`src/rtl/mem_arbiter_pkg.sv`:
```
// mem_arbiter_pkg: LC-3b memory word/mask types and the arbiter state encoding
// shared by the instruction/data memory arbiter.
package mem_arbiter_pkg;
    typedef logic [15:0] lc3b_word;
    typedef logic [1:0]  lc3b_mem_wmask;
    typedef enum logic [2:0] {IDLE, GRANT_I, GRANT_D, RESP_I, RESP_D} arb_state_t;
endpackage

```
`src/rtl/mem_arbiter.sv`:
```
// mem_arbiter: shares one physical memory port between instruction and data sides.
// Define ARB_RR_EN for round-robin tie breaking; otherwise the data side always wins.
module mem_arbiter
    import mem_arbiter_pkg::*;
(
    input  logic          clk,
    input  logic          rst_n,
    input  logic          i_read,
    input  lc3b_word      i_address,
    output lc3b_word      i_rdata,
    output logic          i_resp,
    input  logic          d_read,
    input  logic          d_write,
    input  lc3b_word      d_address,
    input  lc3b_word      d_wdata,
    input  lc3b_mem_wmask d_byte_enable,
    output lc3b_word      d_rdata,
    output logic          d_resp,
    output logic          pmem_read,
    output logic          pmem_write,
    output lc3b_word      pmem_address,
    output lc3b_word      pmem_wdata,
    output lc3b_mem_wmask pmem_byte_enable,
    input  lc3b_word      pmem_rdata,
    input  logic          pmem_resp
);
    arb_state_t    state, state_next;
    lc3b_word      addr_q, wdata_q;
    lc3b_mem_wmask be_q;
    logic          write_q, grant_d, take;
`ifdef ARB_RR_EN
    logic          last_d;
    // on a tie the side that was not served last goes first
    assign grant_d = (d_read | d_write) & (~i_read | ~last_d);
`else
    assign grant_d = d_read | d_write;
`endif
    assign take = (state == IDLE) && (state_next != IDLE);
    assign pmem_address = addr_q;
    assign pmem_wdata = wdata_q;
    assign pmem_byte_enable = be_q;
    always_comb begin
        state_next = state;
        case (state)
            IDLE:    state_next = grant_d ? GRANT_D : (i_read ? GRANT_I : IDLE);
            GRANT_I: state_next = pmem_resp ? RESP_I : GRANT_I;
            GRANT_D: state_next = pmem_resp ? RESP_D : GRANT_D;
            default: state_next = IDLE;
        endcase
    end
    always_comb begin
        pmem_read = (state == GRANT_I || state == GRANT_D) && !write_q;
        pmem_write = (state == GRANT_I || state == GRANT_D) && write_q;
        i_resp = state == RESP_I;
        d_resp = state == RESP_D;
    end
    always_ff @(posedge clk or negedge rst_n) begin
        if (!rst_n) begin
            state <= IDLE;
            addr_q <= '0;
            wdata_q <= '0;
            be_q <= '0;
            write_q <= 1'b0;
            i_rdata <= '0;
            d_rdata <= '0;
`ifdef ARB_RR_EN
            last_d <= 1'b0;
`endif
        end else begin
            state <= state_next;
            if (take) begin
                addr_q <= grant_d ? d_address : i_address;
                wdata_q <= grant_d ? d_wdata : '0;
                write_q <= grant_d & d_write;
                be_q <= (grant_d & d_write) ? d_byte_enable : 2'b11;
`ifdef ARB_RR_EN
                last_d <= grant_d;
`endif
            end
            if (state == GRANT_I && pmem_resp) i_rdata <= pmem_rdata;
            if (state == GRANT_D && pmem_resp && !write_q) d_rdata <= pmem_rdata;
        end
    end
endmodule

```
`config.mk`:
```
export PLATFORM = sky130hd
export DESIGN_NAME = mem_arbiter
export DESIGN_NICKNAME = d
export VERILOG_FILES = /design/src/rtl/mem_arbiter_pkg.sv /design/src/rtl/mem_arbiter.sv
export SDC_FILE = /design/constraint.sdc
export NUM_CORES = 1
export LEC_CHECK = 0
export CAP_MARGIN = 30
export CORE_UTILIZATION = 41
export DETAILED_ROUTE_END_ITERATION = 8
export PLACE_DENSITY = 0.81
export SLEW_MARGIN = 20
export SYNTH_ARGS = -nofsm -noshare
export SYNTH_HDL_FRONTEND = slang
export SYNTH_SLANG_ARGS = --single-unit
```
`constraint.sdc`:
```
create_clock -name clk -period 2.1 [get_ports clk]
set_input_delay 0.42 -clock clk [delete_from_list [all_inputs] [get_ports clk]]
set_output_delay 0.42 -clock clk [all_outputs]
set_load 0.005 [all_outputs]
```
==> flow_summary.json <==
{
  "status": "completed",
  "rsz0062_at_grt": "false",
  "die_h_um": 87.0,
  "root_buffer": "clkbuf_8",
  "crit_chain": "and3b_1 -> clkdlybuf4s50_1",
  "met1_usage_pct": 24.5,
  "start_kind": "register",
  "grt_use_met3_pct": 3.32,
  "hp-class": "in -> async",
  "dpl.cell_count": 419,
  "htreeDepth": 3,
  "postLayoutCoreUtil_pct": 68.4,
  "tritoncts": "done",
  "wl_um": 6920,
  "slowest_stage": "clkdlybuf4s50_1",
  "path_class": "reg -> out",
  "ys_types": 26,
  "synthTopCellsByArea": "dfrtp_1 59%, mux2_2 22%, mux2_4 5.1%",
  "synth.top_cells.by_count": "70 x dfrtp_1, 57 x mux2_2, 16 x a22o_1, 10 x mux2_4, 5 x buf_4",
  "clock_latency_ns": 0.33,
  "p_total_mw": 6.24,
  "worstPathRequired_ns": 1.68,
  "path_clk_slew_ns": 0.07,
  "grt_pass1_wl_um": 10900,
  "p_per_area_nw_per_um2": 1330,
  "clock.fmax_ghz": 0.500,
  "ys_ff_latch": 70,
  "yosysWarningCount": 0,
  "port-buffer-count": 141,
  "synth_edf_count": 0,
  "antenna_cells": 0,
  "firstDrtPassIters": 4,
  "netlist_area_sq_um": 2960,
  "first_iter_violations": 52,
  "grt_max_degree": 71,
  "ios": 142,
  "yosysTopAreaCellShare_pct": 59.2,
  "grt_pass1_vias": 2186,
  "core.rowCount": 30,
  "grtUsageMet2_pct": 31.5,
  "async_reset_ff_share_pct": 100,
  "finClkSkew_ns": 0.00451,
  "critPathCaptureType": "output port",
  "routabilityCongestion": 0.744,
  "placed_area_sq_um": 4500,
  "initial_core_util_pct": 43.1,
  "maxSlewViolCount": 0,
  "drive_gt1_share_pct": 30.2,
  "hold_buffers": 0,
  "final_area_sq_um": 4700,
  "whs_ns": 0.108,
  "fillers": 491,
  "slew_headroom_pct": 58.1,
  "tns_ns": 0,
  "grt-busiest-layer": "met2",
  "fin_nets": 410,
  "pre_cts_ws_ns": -0.0354,
  "die_area_sq_um": 7560,
  "antenna_left": 0,
  "die_w_um": 87.0,
  "ir_drop_mv": 0.706,
  "grt-ovfl-total": 0,
  "finalHoldViolations": 0,
  "synth_flop_cell": "dfrtp_1",
  "cp.arrival_ns": 1.58,
  "clk_path_buf_depth": 2,
  "routed-via-count": 2084,
  "ys_seq_area_share_pct": 59.2,
  "critPathMaxFanout": 9,
  "instances_no_fill": 437,
  "period_needed_ns": 2.00,
  "r2r_slack_ns": 0.39,
  "grt_usage_pct": 19.3,
  "clock-sinks": 70,
  "post-route-period-util_pct": 95.1,
  "antenna_found_initial": 0,
  "worst_slack_ns": 0.102,
  "synth_most_common_cell": "dfrtp_1",
  "syn_nets": 257,
  "dp_hpwl_um": 5070,
  "synthToLayoutAreaGrowth_pct": 58.8,
  "viasPerCell": 4.77,
  "synth_top_area_cell": "dfrtp_1",
  "avgSynthCellArea_sq_um": 16.0,
  "design.core.area_sq_um": 6870,
  "drc_errors": 0,
  "synthCells": 185,
  "cts-buffers-inserted": 9,
  "routedWlPerCell_um": 15.8,
  "setup_viol": 0,
  "worst_pin_slew_ns": 0.625,
  "maxCapViolations": 0,
  "slowest_delay_ns": 0.53,
  "leakagePower_nw": 2.00
}
## worst paths after layout
| kind | start | endpoint | depth (start not counted) |
|---|---|---|---|
| worst max-delay path | state[2] | i_resp | 2 |
| worst min-delay path | rst_n | d_rdata[2] | 2 |
| worst min register to register | pmem_wdata[8] | pmem_wdata[8] | 1 |
| max in group asynchronous | rst_n | state[0] | 2 |
| worst max register to register | state[1] | pmem_wdata[12] | 4 |
| min in group clk | pmem_wdata[8] | pmem_wdata[8] | 1 |
## critical path, delay by kind of cell, from the launching register on
kind	cells	cell delay (ns)
buffers and inverters	1	0.53
AND/OR/NAND/NOR	1	0.24
flip-flops	1	0.48
## cell families (layout without fill, tap and decap cells)
family	count (synthesis)	after routing	share of synthesized area [%]
AND/OR/NAND/NOR	16	16	4.31
flip-flops	70	70	59.2
buffers and inverters	12	168	3.55
XOR/XNOR	1	1	0.296
multiplexers	67	67	26.8
AO/OA/AOI/OAI	19	19	5.92
## report_power, final
group          total (mW)  switching, mW  internal (mW)  leakage (nW)
logic                2.96          0.898           2.06          1.07
registers            2.38          0.373           2.01         0.850
clock network       0.898          0.453          0.445        0.0821
total                6.24           1.73           4.51          2.00
## area by class of cell
cell class | count | area [sq um] | share of cell area [%]
clock inverters | 2 | 10.0 | 0.213
repair buffers | 154 | 1560 | 33.2
well taps | 96 | 120 | 2.56
multi-input cells | 103 | 1110 | 23.6
clock buffers | 12 | 145 | 3.09
flip-flops and latches | 70 | 1760 | 37.3
## routing by layer
metal | share of wire, % | wire length, um | vias to the layer above
li1 | - | - | 978
met4 | 2.7 | 184 | 0
met3 | 4.4 | 305 | 15
met2 | 50 | 3450 | 68
met5 | 0 | 0 | -
met1 | 43 | 2980 | 1023
## flip-flops by register name, indices dropped and copies added (netlist names)
| register | cells |
|---|---|
| d_rdata | 16 |
| i_rdata | 16 |
| pmem_address | 16 |
| pmem_byte_enable | 2 |
| pmem_wdata | 16 |
| state | 3 |
| write_q | 1 |
## cell usage in the layout, fill, tap and decap left out, types with 2 or more instances in the layout
cell,synthesis,layout
clkdlybuf4s50_1,0,138
dfrtp_1,70,67
mux2_2,57,57
a22o_1,16,16
mux2_4,10,10
clkbuf_8,0,10
buf_4,5,9
buf_12,1,4
dfrtp_2,0,3
nor3_1,2,2
nand2b_1,2,2
clkbuf_1,1,2
clkinv_2,0,2
dlymetal6s2s_1,0,2
## what timing repair did
| item | 4_1_cts | 5_1_grt |
|---|---|---|
| buffers inserted | 4 | 0 |
| endpoints found under the setup margin | 3 | 2 |
| gates resized for setup | 4 | 2 |
| pin swaps | 0 | 1 |
| hold endpoints to repair | 0 | 0 |
No activity file was read; power rests on OpenSTA's default activity.
